==> src/rtl/wb_spi_slave_pkg.sv <==
`default_nettype none
// ============================================================================
//  Module   : wb_spi_slave_pkg
//  Brief    : Shared definitions for the Wishbone SPI target: register
//             offsets, STATUS/CTRL bit positions, FSM states, idle byte.
//  Revision : 1.0  initial release
// ============================================================================
package wb_spi_slave_pkg;

    // Two-state transfer FSM: waiting for chip select, or inside a frame
    typedef enum logic [0:0] {
        ST_IDLE   = 1'b0,
        ST_ACTIVE = 1'b1
    } spi_state_t;

    // Register index as decoded from wb_adr_i[3:2]
    localparam logic [1:0] c_reg_rxdata = 2'd0;
    localparam logic [1:0] c_reg_txdata = 2'd1;
    localparam logic [1:0] c_reg_status = 2'd2;
    localparam logic [1:0] c_reg_ctrl   = 2'd3;

    // STATUS bit positions
    localparam int c_st_rx_valid = 0;
    localparam int c_st_tx_full  = 1;
    localparam int c_st_rx_ovr   = 2;
    localparam int c_st_tx_udr   = 3;
    localparam int c_st_busy     = 4;

    // CTRL bit positions
    localparam int c_ctrl_rx_ie = 0;
    localparam int c_ctrl_tx_ie = 1;

    // Byte shifted out on MISO when firmware has not queued anything
    localparam logic [7:0] c_idle_byte_default = 8'hFF;

    // Assemble the STATUS read word from the individual flags
    function automatic logic [31:0] pack_status(input logic rx_valid,
                                                input logic tx_full,
                                                input logic rx_ovr,
                                                input logic tx_udr,
                                                input logic busy);
        logic [31:0] word;
        word                = '0;
        word[c_st_rx_valid] = rx_valid;
        word[c_st_tx_full]  = tx_full;
        word[c_st_rx_ovr]   = rx_ovr;
        word[c_st_tx_udr]   = tx_udr;
        word[c_st_busy]     = busy;
        return word;
    endfunction

endpackage
`default_nettype wire

==> src/rtl/wb_spi_slave_if.sv <==
`default_nettype none
// ============================================================================
//  Module   : wb_spi_slave_if
//  Brief    : Wishbone classic slave-port bundle for the SPI target.
//  Revision : 1.0  initial release
// ============================================================================
interface wb_spi_slave_if;
    logic [31:0] wb_adr_i;
    logic [31:0] wb_dat_i;
    logic [31:0] wb_dat_o;
    logic [3:0]  wb_sel_i;
    logic        wb_we_i;
    logic        wb_cyc_i;
    logic        wb_stb_i;
    logic        wb_ack_o;

    modport master (
        output wb_adr_i, wb_dat_i, wb_sel_i, wb_we_i, wb_cyc_i, wb_stb_i,
        input  wb_dat_o, wb_ack_o
    );

    modport slave (
        input  wb_adr_i, wb_dat_i, wb_sel_i, wb_we_i, wb_cyc_i, wb_stb_i,
        output wb_dat_o, wb_ack_o
    );
endinterface
`default_nettype wire

==> src/rtl/wb_spi_slave_sync.sv <==
`default_nettype none
// ============================================================================
//  Module   : wb_spi_slave_sync
//  Brief    : N-stage synchronizer for an asynchronous SPI pin with
//             single-cycle rise/fall pulses on the synchronized level.
//             Edge pulses stay quiet until the chain has refilled after
//             reset, so a pin already low at release is not seen as a fall.
//  Revision : 1.0  initial release
// ============================================================================
module wb_spi_slave_sync #(
    parameter int   STAGES    = 2,
    parameter logic RESET_VAL = 1'b0
) (
    input  wire logic clk,
    input  wire logic rst,
    input  wire logic d,
    output logic      q,
    output logic      rise,
    output logic      fall
);

    logic [STAGES-1:0] r_sync;
    logic              r_prev;
    logic [STAGES:0]   r_vld;
    logic              w_armed;

    // Synchronizer chain, previous-sample register and fill tracker
    always_ff @(posedge clk) begin
        if (!rst) begin
            r_sync <= {STAGES{RESET_VAL}};
            r_prev <= RESET_VAL;
            r_vld  <= '0;
        end else begin
            r_sync <= {r_sync[STAGES-2:0], d};
            r_prev <= r_sync[STAGES-1];
            r_vld  <= {r_vld[STAGES-1:0], 1'b1};
        end
    end

    assign w_armed = r_vld[STAGES];
    assign q       = r_sync[STAGES-1];
    assign rise    = w_armed &  r_sync[STAGES-1] & ~r_prev;
    assign fall    = w_armed & ~r_sync[STAGES-1] &  r_prev;

endmodule
`default_nettype wire

==> src/rtl/wb_spi_slave.sv <==
`default_nettype none
// ============================================================================
//  Module   : wb_spi_slave
//  Brief    : SPI target (mode 0, MSB first) with a Wishbone register port.
//             Single-byte RX/TX buffers, sticky overrun/underrun flags and a
//             registered level interrupt.
//  Revision : 1.0  initial release
// ============================================================================
module wb_spi_slave
    import wb_spi_slave_pkg::*;
#(
    parameter int         SYNC_STAGES = 2,
    parameter logic [7:0] IDLE_BYTE   = c_idle_byte_default
) (
    input  wire logic      clk,
    input  wire logic      rst,
    wb_spi_slave_if.slave  wb,
    input  wire logic      spi_sck_i,
    input  wire logic      spi_cs_n_i,
    input  wire logic      spi_mosi_i,
    output logic           spi_miso_o,
    output logic           spi_miso_oe,
    output logic           intr
);

    // ---------------- SPI front end ----------------
    logic w_sck_s, w_sck_rise, w_sck_fall;
    logic w_cs_n_s, w_cs_rise, w_cs_fall;
    logic w_mosi_s, w_mosi_rise, w_mosi_fall;

    wb_spi_slave_sync #(.STAGES(SYNC_STAGES), .RESET_VAL(1'b0)) u_sync_sck (
        .clk(clk), .rst(rst), .d(spi_sck_i),
        .q(w_sck_s), .rise(w_sck_rise), .fall(w_sck_fall)
    );

    wb_spi_slave_sync #(.STAGES(SYNC_STAGES), .RESET_VAL(1'b1)) u_sync_cs (
        .clk(clk), .rst(rst), .d(spi_cs_n_i),
        .q(w_cs_n_s), .rise(w_cs_rise), .fall(w_cs_fall)
    );

    wb_spi_slave_sync #(.STAGES(SYNC_STAGES), .RESET_VAL(1'b0)) u_sync_mosi (
        .clk(clk), .rst(rst), .d(spi_mosi_i),
        .q(w_mosi_s), .rise(w_mosi_rise), .fall(w_mosi_fall)
    );

    // ---------------- state ----------------
    spi_state_t r_state, w_state_nxt;

    logic [2:0]  r_bitcnt;
    logic [7:0]  r_shift_rx;
    logic [7:0]  r_shift_tx;
    logic [7:0]  r_rx_buf;
    logic [7:0]  r_tx_buf;
    logic        r_rx_valid;
    logic        r_tx_full;
    logic        r_rx_ovr;
    logic        r_tx_udr;
    logic [1:0]  r_ctrl;
    logic        r_ack;
    logic [31:0] r_dat_o;
    logic        r_intr;

    logic w_active, w_start, w_stop, w_bit_rise, w_bit_fall;
    logic w_byte_done, w_reload;

    // ---------------- Wishbone decode ----------------
    logic        w_req, w_acc, w_rd_rx, w_wr;
    logic        w_wr_tx, w_wr_st, w_wr_ctrl;
    logic [1:0]  w_reg;
    logic [31:0] w_rd_mux;

    assign w_reg     = wb.wb_adr_i[3:2];
    assign w_req     = wb.wb_cyc_i & wb.wb_stb_i & ~r_ack;
    // Side effects happen on the acknowledge cycle
    assign w_acc     = wb.wb_cyc_i & wb.wb_stb_i & r_ack;
    assign w_rd_rx   = w_acc & ~wb.wb_we_i & (w_reg == c_reg_rxdata);
    assign w_wr      = w_acc & wb.wb_we_i & wb.wb_sel_i[0];
    assign w_wr_tx   = w_wr & (w_reg == c_reg_txdata);
    assign w_wr_st   = w_wr & (w_reg == c_reg_status);
    assign w_wr_ctrl = w_wr & (w_reg == c_reg_ctrl);

    // State register for the frame FSM
    always_ff @(posedge clk) begin
        if (!rst) begin
            r_state <= ST_IDLE;
        end else begin
            r_state <= w_state_nxt;
        end
    end

    // Next state and per-cycle shift/reload strobes
    always_comb begin
        w_state_nxt = r_state;
        w_active    = 1'b0;
        w_start     = 1'b0;
        w_stop      = 1'b0;
        w_bit_rise  = 1'b0;
        w_bit_fall  = 1'b0;
        case (r_state)
            ST_IDLE: begin
                if (w_cs_fall) begin
                    w_state_nxt = ST_ACTIVE;
                    w_start     = 1'b1;
                end
            end
            ST_ACTIVE: begin
                w_active = 1'b1;
                if (w_cs_rise) begin
                    w_state_nxt = ST_IDLE;
                    w_stop      = 1'b1;
                end else begin
                    w_bit_rise = w_sck_rise;
                    w_bit_fall = w_sck_fall;
                end
            end
            default: w_state_nxt = ST_IDLE;
        endcase
        w_byte_done = w_bit_rise & (r_bitcnt == 3'd7);
        w_reload    = w_start | (w_bit_fall & (r_bitcnt == 3'd0));
    end

    // Receive side: bit counter, input shifter, RX buffer and its flags
    always_ff @(posedge clk) begin
        if (!rst) begin
            r_bitcnt   <= 3'd0;
            r_shift_rx <= 8'd0;
            r_rx_buf   <= 8'd0;
            r_rx_valid <= 1'b0;
            r_rx_ovr   <= 1'b0;
        end else begin
            if (w_start || w_stop) begin
                r_bitcnt <= 3'd0;
            end else if (w_bit_rise) begin
                r_bitcnt <= r_bitcnt + 3'd1;
            end
            if (w_bit_rise) begin
                r_shift_rx <= {r_shift_rx[6:0], w_mosi_s};
            end
            if (w_byte_done) begin
                r_rx_buf <= {r_shift_rx[6:0], w_mosi_s};
            end
            // A byte landing in the same cycle as a read keeps rx_valid set
            if (w_byte_done) begin
                r_rx_valid <= 1'b1;
            end else if (w_rd_rx) begin
                r_rx_valid <= 1'b0;
            end
            if (w_byte_done && r_rx_valid && !w_rd_rx) begin
                r_rx_ovr <= 1'b1;
            end else if (w_wr_st && wb.wb_dat_i[c_st_rx_ovr]) begin
                r_rx_ovr <= 1'b0;
            end
        end
    end

    // Transmit side: output shifter, TX buffer and its flags
    always_ff @(posedge clk) begin
        if (!rst) begin
            r_shift_tx <= 8'd0;
            r_tx_buf   <= 8'd0;
            r_tx_full  <= 1'b0;
            r_tx_udr   <= 1'b0;
        end else begin
            // Reload sees the buffer as it was before any same-cycle write
            if (w_reload) begin
                r_shift_tx <= r_tx_full ? r_tx_buf : IDLE_BYTE;
            end else if (w_bit_fall) begin
                r_shift_tx <= {r_shift_tx[6:0], 1'b0};
            end
            if (w_wr_tx) begin
                r_tx_buf <= wb.wb_dat_i[7:0];
            end
            if (w_wr_tx) begin
                r_tx_full <= 1'b1;
            end else if (w_reload) begin
                r_tx_full <= 1'b0;
            end
            if (w_reload && !r_tx_full) begin
                r_tx_udr <= 1'b1;
            end else if (w_wr_st && wb.wb_dat_i[c_st_tx_udr]) begin
                r_tx_udr <= 1'b0;
            end
        end
    end

    // Read-data multiplexer
    always_comb begin
        w_rd_mux = 32'd0;
        case (w_reg)
            c_reg_rxdata: w_rd_mux = {24'd0, r_rx_buf};
            c_reg_txdata: w_rd_mux = 32'd0;
            c_reg_status: w_rd_mux = pack_status(r_rx_valid, r_tx_full,
                                                 r_rx_ovr, r_tx_udr, w_active);
            c_reg_ctrl:   w_rd_mux = {30'd0, r_ctrl};
            default:      w_rd_mux = 32'd0;
        endcase
    end

    // Bus handshake, registered read data, control register and interrupt
    always_ff @(posedge clk) begin
        if (!rst) begin
            r_ack   <= 1'b0;
            r_dat_o <= 32'd0;
            r_ctrl  <= 2'd0;
            r_intr  <= 1'b0;
        end else begin
            r_ack <= w_req;
            if (w_req) begin
                r_dat_o <= w_rd_mux;
            end
            if (w_wr_ctrl) begin
                r_ctrl <= wb.wb_dat_i[1:0];
            end
            r_intr <= (r_rx_valid & r_ctrl[c_ctrl_rx_ie]) |
                      (~r_tx_full & r_ctrl[c_ctrl_tx_ie]);
        end
    end

    assign wb.wb_ack_o = r_ack;
    assign wb.wb_dat_o = r_dat_o;
    assign intr        = r_intr;
    assign spi_miso_oe = w_active;
    assign spi_miso_o  = w_active ? r_shift_tx[7] : 1'b1;

    // Inputs and synchronizer outputs with no consumer in this design
    logic w_unused_bits;
    assign w_unused_bits = ^{wb.wb_adr_i[31:4], wb.wb_adr_i[1:0],
                             wb.wb_dat_i[31:8], wb.wb_sel_i[3:1],
                             w_sck_s, w_cs_n_s, w_mosi_rise, w_mosi_fall};

endmodule
`default_nettype wire

==> src/flat_wrapper.sv <==
// flat-port wrapper written by rule: the top's interface ports become plain ports
module wb_spi_slave_flat import wb_spi_slave_pkg::*;
#(
    parameter int         SYNC_STAGES = 2,
    parameter logic [7:0] IDLE_BYTE   = c_idle_byte_default
)
  (clk, rst, spi_sck_i, spi_cs_n_i, spi_mosi_i, spi_miso_o, spi_miso_oe, intr, wb_wb_adr_i, wb_wb_dat_i, wb_wb_sel_i, wb_wb_we_i, wb_wb_cyc_i, wb_wb_stb_i, wb_wb_dat_o, wb_wb_ack_o);
  wb_spi_slave_if wb_i ();
  input  wire logic clk;
  input  wire logic rst;
  input  wire logic spi_sck_i;
  input  wire logic spi_cs_n_i;
  input  wire logic spi_mosi_i;
  output logic spi_miso_o;
  output logic spi_miso_oe;
  output logic intr;
  input wire logic [$bits(wb_i.wb_adr_i)-1:0] wb_wb_adr_i;
  input wire logic [$bits(wb_i.wb_dat_i)-1:0] wb_wb_dat_i;
  input wire logic [$bits(wb_i.wb_sel_i)-1:0] wb_wb_sel_i;
  input wire logic [$bits(wb_i.wb_we_i)-1:0] wb_wb_we_i;
  input wire logic [$bits(wb_i.wb_cyc_i)-1:0] wb_wb_cyc_i;
  input wire logic [$bits(wb_i.wb_stb_i)-1:0] wb_wb_stb_i;
  output wire logic [$bits(wb_i.wb_dat_o)-1:0] wb_wb_dat_o;
  output wire logic [$bits(wb_i.wb_ack_o)-1:0] wb_wb_ack_o;
  assign wb_i.wb_adr_i = wb_wb_adr_i;
  assign wb_i.wb_dat_i = wb_wb_dat_i;
  assign wb_i.wb_sel_i = wb_wb_sel_i;
  assign wb_i.wb_we_i = wb_wb_we_i;
  assign wb_i.wb_cyc_i = wb_wb_cyc_i;
  assign wb_i.wb_stb_i = wb_wb_stb_i;
  assign wb_wb_dat_o = wb_i.wb_dat_o;
  assign wb_wb_ack_o = wb_i.wb_ack_o;
  wb_spi_slave #(.SYNC_STAGES(SYNC_STAGES), .IDLE_BYTE(IDLE_BYTE)) u_core (.clk(clk), .rst(rst), .wb(wb_i), .spi_sck_i(spi_sck_i), .spi_cs_n_i(spi_cs_n_i), .spi_mosi_i(spi_mosi_i), .spi_miso_o(spi_miso_o), .spi_miso_oe(spi_miso_oe), .intr(intr));
endmodule
==> config.mk <==
export PLATFORM = sky130hd
export DESIGN_NAME = wb_spi_slave_flat
export DESIGN_NICKNAME = d
export VERILOG_FILES = /design/src/rtl/wb_spi_slave_pkg.sv /design/src/rtl/wb_spi_slave_if.sv /design/src/rtl/wb_spi_slave_sync.sv /design/src/rtl/wb_spi_slave.sv /design/src/flat_wrapper.sv
export SDC_FILE = /design/constraint.sdc
export NUM_CORES = 1
export LEC_CHECK = 0
export ABC_AREA = 1
export ABC_CLOCK_PERIOD_IN_PS = 1400
export BUFFER_PORTS_ARGS = -buffer_cell sky130_fd_sc_hd__clkbuf_2
export CORE_ASPECT_RATIO = 0.75
export CORE_MARGIN = 2
export CORE_UTILIZATION = 47
export DETAILED_ROUTE_END_ITERATION = 8
export PLACE_DENSITY = 0.79
export SYNTH_ARGS = -nofsm -noshare
export SYNTH_HDL_FRONTEND = slang
export SYNTH_SLANG_ARGS = --single-unit
==> constraint.sdc <==
create_clock -name clk -period 1.4 [get_ports clk]
set_input_delay 0.28 -clock clk [delete_from_list [all_inputs] [get_ports clk]]
set_output_delay 0.28 -clock clk [all_outputs]
set_load 0.1 [all_outputs]
# Word level (Yosys, flattened, before mapping)
# Index checks and enable logic that the tools add are counted.
[op_classes] n_shift=0 addsub=1 n_lt_le_gt_ge=0 div=0 n_eq_ne=4 muxes=26 n_mul=0 bitwise=33 n_reduce_logical=16
[ops] operator="one-hot mux 32 bit (4 select lines)" n=1
[ops] operator="2-to-1 mux 8 bit" n=3
[ops] operator="AND 1 bit" n=22
[ops] operator="2-to-1 mux 1 bit" n=21
[ops] operator="nonzero test 2 bit" n=5
[ops] operator="NOT 1 bit" n=9
[ops] operator="logical AND 1 bit" n=5
[ops] operator="equality test 2 bit, second input constant" n=2
[ops] operator="adder 3 x 1 -> 3 bit, second input constant" n=1
[ops] operator="equality test 3 bit, second input constant" n=1
[ops] operator="zero test 3 bit" n=1
[ops] operator="equality test 2 x 1 -> 1 bit, second input constant" n=1
[ops] operator="zero test 1 bit" n=2
[ops] operator="zero test 2 bit" n=1
[ops] operator="OR 1 bit" n=2
[ops] operator="one-hot mux 1 bit (2 select lines)" n=1
[ops] operator="OR reduction 2 bit" n=1
[ops] operator="logical OR 1 bit" n=1
[word_totals] n_memories=0 register_bits=89 latchBits=0 mem_bits_rw=0 input_bits=76 mem_bits_ro=0

# Depth between registers and ports, before layout
# Gate-level depths: netlist of run 1.
[logic_depth] ltp_word=9 ltp_mapped=8 depth_no_buf=8

# Cells and area by module
# A second synthesis of run 1 with hierarchy kept.
[hier_totals] cells_unflattened=364 area_unflattened_um2=2932.8
[by_module_without_submodules] mod="wb_spi_slave" seq_area_each_um2=1021.0 n_inst=1 area_per_inst_um2=2414.8 cells_per_inst=304
[by_module_without_submodules] mod="wb_spi_slave_sync" seq_area_each_um2=120.1 n_inst=3 area_per_inst_um2=172.7 cells_per_inst=20

# Least setup slack after synthesis of run 1
# OpenSTA, ideal clock, no wires.
[synth_timing] path_type="register to register" from="reg u_core.r_ack, in the netlist u_core.wb.wb_ack_o" to="reg u_core.r_tx_buf[6]" path_buffers=1 arrival_time_ns=1.949 setup_time_ns=0.128 setup_slack_ns=-0.678 stages_incl_launch_ff=7 period_less_slack_ns=2.078 path_cell_list="dfxtp_1 > nand3_1 > nor2_1 > nand3_1 > clkbuf_1 > o21ai_0 > a21oi_1"
[synth_between] elab_chain_cells=4
[synth_rtl] element="from (decl)" line_no="wb_spi_slave.sv:59" rtl="logic r_ack;"
[synth_rtl] element="from (signal assigned)" line_no="wb_spi_slave.sv:207" rtl="r_ack <= w_req;"
[synth_rtl] element="AND 1 bit" line_no="wb_spi_slave.sv:75" rtl="assign w_acc = wb.wb_cyc_i & wb.wb_stb_i & r_ack;"
[synth_rtl] element="AND 1 bit (2 in a row)" line_no="wb_spi_slave.sv:77" rtl="assign w_wr = w_acc & wb.wb_we_i & wb.wb_sel_i[0];"
[synth_rtl] element="AND 1 bit" line_no="wb_spi_slave.sv:78" rtl="assign w_wr_tx = w_wr & (w_reg == c_reg_txdata);"
[synth_rtl] element="to (signal assigned)" line_no="wb_spi_slave.sv:171" rtl="r_tx_buf <= wb.wb_dat_i[7:0];"
[synth_rtl] element="to (decl)" line_no="wb_spi_slave.sv:53" rtl="logic [7:0] r_tx_buf;"
# Every way passes these cells.
# A chain may end at the register's enable or synchronous reset.

# Worst setup path after layout of run 1
[layout_timing] from="reg u_core.r_state" to="out spi_miso_o"
[layout_between] elab_chain_cells=2
[layout_rtl] element="from (decl)" line_no="wb_spi_slave.sv:47" rtl="spi_state_t r_state, w_state_nxt;"
[layout_rtl] element="from (signal assigned)" line_no="wb_spi_slave.sv:87" rtl="r_state <= w_state_nxt;"
[layout_rtl] element="2-to-1 mux 1 bit" line_no="wb_spi_slave.sv:99" rtl="case (r_state)"
[layout_rtl] element="2-to-1 mux 1 bit" line_no="wb_spi_slave.sv:223" rtl="assign spi_miso_o = w_active ? r_shift_tx[7] : 1'b1;"
[layout_rtl] element="to (decl)" line_no="flat_wrapper.sv:14" rtl="output logic spi_miso_o;"
# Every way passes these cells.

==> metrics.txt, run 1 <==
Remaining Overflow, GRT 0; largest net degree at the start of global routing 39; Post-DRT Antenna Nets 0; Post-layout nets 474; fillcell total 474; Leak 1.392 nW; clk sinks 62; RSZ-0062 raised after global routing yes; deepest clock path buffer count 2; Final Setup Violations 1; Synth Area in Compound Gates 0.1457; Fin. Hold Viols 0; CTS Hold Bufs 0; post-synthesis register bit count 62; Clock transition at path regs 70 ps; Die Y 69.17 um; Synth Area in Simple Gates 0.2285; CP Class reg -> out; f_max 708.5 MHz; commonest non-fill, non-tap cells in the layout 64 x nand2_1, 60 x dfxtp_1, 34 x inv_1; WL per Instance 11.38 um; Placed Cells 457; mux share of post-synthesis cell area 0; synth warn 0; Worst EP arrival 1130 ps; adder-cell share of the synthesized area 0.01410; sequential-to-total area share from yosys stat 0.4664; Syn Inst Count 354; Setup Skew 9.252 ps; Boundary Pins 112; violated checks negative setup slack; worst-skew pair later-pin latency 350 ps; # Max-Cap Violations 0; synthesized area 0.002661 mm^2; Via density 4.739; CP Max Fanout 2; CTS tree done; syn avg cell area 7.518 um^2; cell at the root of the clock tree clkbuf_8; 1st-pass router iterations 4; CTS Buf Count 9; kind of end point of the critical path output port; CTS H-tree depth 3; DP HPWL 3.655 mm; vias in the first global route 2041; main combinational cell family by area after synthesis simple AND/OR/NAND/NOR gates; pwr/cell area 1216 mW/mm^2; Slew Limit Fails 0; layout cells sized above 1 0.2100; post-synth cell types 27; status complete, but fails checks; Via Count 2251; FP Rows 23; Tightest Hold Check Type in -> reg; IO Port Bufs 30; Max rail drop VDD 0.5710 mV; TNS Setup -11.45 ps; Worst Path Required 1120 ps; Final WS setup -11.45 ps; Initial DRC Count 112; number of diodes 0; DRC Markers 0; total track usage 0.1835; die width 90.89 um; Area Growth Syn to Fin 21.06%; die area 0.006286 mm^2; final period utilization 1.008; routed wire length 5.407 mm; Setup crit start kind flop; core area 0.005410 mm^2; fin crit period 1411 ps; fin cells 475; initial antenna violation count 0; initial core utilization 0.4919; gpl congestion 0.7860; xor-xnor portion of the synthesized cell area 0; first-pass GRT wire length 9.108 mm; most common cell after layout, fill and taps aside nand2_1
## final cells by class
type / count / area, um^2 / share of cell area
sequential: 62 / 1249 / 0.3876
inverter: 38 / 150.1 / 0.04660
clock inverter: 4 / 45.04 / 0.01398
tap: 75 / 93.84 / 0.02913
multi-input combinational: 241 / 1197 / 0.3717
clock buffer: 12 / 155.1 / 0.04816
timing repair buffer: 43 / 331.6 / 0.1029
## through the flow
step                hold slack (ps)  setup slack [ps]  utilization  power, mW  instance area, um^2
floorplan                     307.7            -17.00            -      2.329                 2779
global placement              392.5             57.59       0.5442      2.365                 2944
detailed placement            402.8             26.58       0.5442      2.370                 2944
CTS                           95.34            -32.10       0.5835      3.950                 3157
global route                  103.9            -53.26       0.5955      4.066                 3222
finish                        118.5            -11.45       0.5955      3.919                 3222
## cells in the mapped netlist
master,instances,share of area
a21oi_1,33,0.062
buf_6,1,0.0042
nand2_2,1,0.0024
nand3_1,27,0.051
nand3_4,1,0.0066
nor2_2,1,0.0024
nand2_4,1,0.0042
nand2_1,69,0.097
ha_1,3,0.014
inv_1,34,0.048
buf_4,24,0.068
nor3_4,1,0.0061
conb_1,1,0.0014
inv_2,2,0.0028
clkbuf_1,9,0.013
a21oi_2,1,0.0033
nor2_1,35,0.049
buf_2,2,0.0038
dfxtp_1,62,0.47
a31oi_1,5,0.012
o21ai_0,30,0.056
o22ai_1,2,0.0047
clkinv_4,1,0.0033
o21ai_1,1,0.0019
a211oi_1,2,0.0056
or2_2,4,0.0094
clkinv_1,1,0.0014
## sequential cells by signal (all words and copies together), names as in the netlist, 2 cells and up
register                   count
u_core.r_bitcnt                3
u_core.u_sync_cs.r_sync        2
u_core.u_sync_cs.r_vld         3
u_core.r_ctrl                  2
u_core.wb.wb_dat_o             8
u_core.u_sync_sck.r_sync       2
u_core.r_rx_buf                8
u_core.r_shift_rx              7
u_core.r_shift_tx              8
u_core.u_sync_mosi.r_sync      2
u_core.r_tx_buf                8
## timing repair
action	4_1_cts	5_1_grt
setup buffers	1	1
endpoints found under the setup margin	1	26
pin swaps	0	2
resized for setup	2	19
endpoints found under the hold margin	0	0
## critical path, cell delays in order, from the launching register on
cell and delay (ps):
dfxtp_4 360, inv_4 30, or2_4 230, buf_12 160
## path summary, 6_finish.rpt
check,startpoint,end,slack (ps),depth (start not counted)
max reg2reg,u_core.r_state$_SDFF_PN0_,u_core.r_shift_tx[6]$_SDFFE_PN0P_,80,8
max,u_core.r_state$_SDFF_PN0_,spi_miso_o,-10,3
min,spi_sck_i,u_core.u_sync_sck.r_sync[0]$_SDFF_PN0_,120,3
min reg2reg,u_core.u_sync_sck.r_sync[0]$_SDFF_PN0_,u_core.u_sync_sck.r_sync[1]$_SDFF_PN0_,410,2
## where the power goes
part / internal, mW / leakage, nW / switching [mW]
logic: 0.0815 / 0.782 / 0.458
clock network: 0.910 / 0.106 / 0.666
registers: 1.79 / 0.504 / 0.0159
total: 2.78 / 1.39 / 1.14
## layer usage
| metal | wire [um] | part of all wire | up-vias | track usage |
|---|---|---|---|---|
| met1 | 2516 | 0.47 | 1017 | 0.2267 |
| met4 | 82 | 0.015 | 0 | 0.08081 |
| met2 | 2436 | 0.45 | 59 | 0.2819 |
| met5 | 0 | 0 | - | 0 |
| met3 | 372 | 0.069 | 6 | 0.07541 |
| li1 | - | - | 1169 | - |
## logic make-up after synthesis
group | count (synthesis)
AO/OA/AOI/OAI | 74
adder cells (fa/ha/maj) | 3
buffers and inverters | 74
flip-flops | 62
other | 1
AND/OR/NAND/NOR | 140
No activity file was read; power rests on OpenSTA's default activity.
==> run 2, diff against run 1 <==
- CORE_MARGIN: 2 -> 3
- CORE_UTILIZATION: 47 -> 40
- PLACE_DENSITY: 0.79 -> 0.69
==> run 2 against run 1 <==
Effect of this change:
- the flow still finishes with violations (negative setup slack)
- sequential power about the same
- clock power up 10%
- core utilization down 8.9 points
- critical path depth unchanged
- global-route usage down 4.1 points
- fmax up 0.25%
- clock-buffer cell count down 2
- power up 4.1%
- die area up 22%
- largest power group unchanged
==> metrics.txt, run 2 (synthesis gave the netlist of run 1 again) <==
Final WS setup -7.957 ps; most common cell after layout, fill and taps aside nand2_1; CP Class reg -> out; f_max 710.2 MHz; deepest clock path buffer count 2; overall power 4.079 mW; status complete, but fails checks; Sw Ratio 0.2866; Worst path max stage delay 350 ps; CTS tree done; Sw Pwr 1.169 mW; slowest CP cell dfxtp_4; Die Y 76.64 um; die area 0.007678 mm^2; number of diodes 0; Post-layout nets 474; CTS H-tree depth 3; layout cells sized above 1 0.2125; FP Rows 25; commonest non-fill, non-tap cells in the layout 65 x nand2_1, 59 x dfxtp_1, 34 x inv_1; Design Area, Final 0.003232 mm^2; Worst Path Buf+Inv 2; fillcell total 622; 1st-pass router iterations 4; fin crit period 1408 ps; largest net degree at the start of global routing 22; die width 100.2 um; Post-DRT Antenna Nets 0; Initial DRC Count 92; # Max-Cap Violations 0; Tightest Hold Check Type in -> reg; CP cell instances inv_2 -> or2_4 -> buf_12; IO Port Bufs 30; WL per Instance 11.00 um; Leak 1.383 nW; Placed Area 0.002959 mm^2; Setup crit start kind flop; core area 0.006381 mm^2; CP delay by family, top flip-flops; CTS Buf Count 9; Comb pwr share 0.131; kind of end point of the critical path output port; initial core utilization 0.4171; Fin. Hold Viols 0; DRC Markers 0; Clock transition at path regs 70 ps; gpl congestion 0.7505; Worst Path Required 1120 ps; CTS Hold Bufs 0; Final Setup Violations 1; CP Max Fanout 2; violated checks negative setup slack; routed wire length 5.289 mm; DP HPWL 3.827 mm; Remaining Overflow, GRT 0; Via density 4.640; final period utilization 1.006; first-pass GRT wire length 8.859 mm; Boundary Pins 112; worst-skew pair later-pin latency 340 ps; RSZ-0062 raised after global routing yes; Via Count 2232; pwr/cell area 1262 mW/mm^2; Worst EP arrival 1130 ps; initial antenna violation count 0; total track usage 0.1428; Setup Skew 5.357 ps; sequential fraction of design power 0.442; clk sinks 62; Max rail drop VDD 0.4178 mV; Clock Power Share 0.427; vias in the first global route 2002; Int Pwr 2.910 mW; Slew Limit Fails 0; cell at the root of the clock tree clkbuf_8; Area Growth Syn to Fin 21.44%
## run 2: path summary, 6_finish.rpt
kind	slack [ps]	depth (start not counted)	to	start
worst min-delay path	120	3	u_core.u_sync_sck.r_sync[0]$_SDFF_PN0_	spi_sck_i
worst max-delay path	-8	3	spi_miso_o	u_core.r_state$_SDFF_PN0_
worst min register to register	410	1	u_core.u_sync_cs.r_sync[1]$_SDFF_PN1_	u_core.u_sync_cs.r_sync[0]$_SDFF_PN1_
worst max register to register	90	7	u_core.r_shift_tx[2]$_SDFFE_PN0P_	u_core.r_state$_SDFF_PN0_
## run 2: per-stage QoR
| step | cells | worst slack [ps] | setup TNS [ps] | hold WS (ps) | util |
|---|---|---|---|---|---|
| finish | 481 | -7.957 | -7.957 | 121.4 | 0.5065 |
| global route | 481 | -41.68 | -44.99 | 122.9 | 0.5065 |
| CTS | 481 | -18.31 | -18.31 | 102.4 | 0.5012 |
| detailed placement | 464 | 21.78 | 0 | 398.9 | 0.4637 |
| global placement | 464 | 49.35 | 0 | 393.6 | 0.4637 |
| floorplan | 377 | -17.00 | -17.00 | 307.7 | - |
## run 2: cell type report
type	count	area [um^2]	share of cell area
Clock buffer	10	137.6	0.04259
Clock inverter	6	83.83	0.02594
Inverter	38	147.6	0.04568
Multi-Input combinational cell	241	1180	0.3651
Sequential cell	62	1250	0.3868
Tap cell	81	101.3	0.03136
Timing Repair Buffer	43	331.6	0.1026
## run 2: worst register-to-register path, stage by stage (launching register included)
cell     delay (ps)
dfxtp_4         350
buf_4           160
nor2_2          110
nand2_2         110
nand2_1         150
nand2_4         100
o21ai_1         170
nor2_1           50
## run 2: metal layers
layer | vias to the layer above | GRT usage | routed length [um]
met1 | 1007 | 0.1940 | 2603
met4 | 0 | 0.03634 | 49
met2 | 44 | 0.2077 | 2319
met3 | 7 | 0.06130 | 317
met5 | - | 0 | 0
li1 | 1174 | - | -
## run 2: repair_timing
action,in CTS,in global routing
resized for setup,5,14
setup endpoints to repair,2,30
buffers inserted,1,0
pin swaps,0,1
## run 2: power by group through the flow
stage | Clock (mW) | Sequential [mW] | Combinational, mW
final | 1.74 | 1.80 | 0.535
after global routing | 1.86 | 1.80 | 0.563
after CTS | 1.78 | 1.80 | 0.530
after detailed placement | 0 | 1.84 | 0.527
after global placement | 0 | 1.84 | 0.523
after floorplan | 0 | 1.91 | 0.417
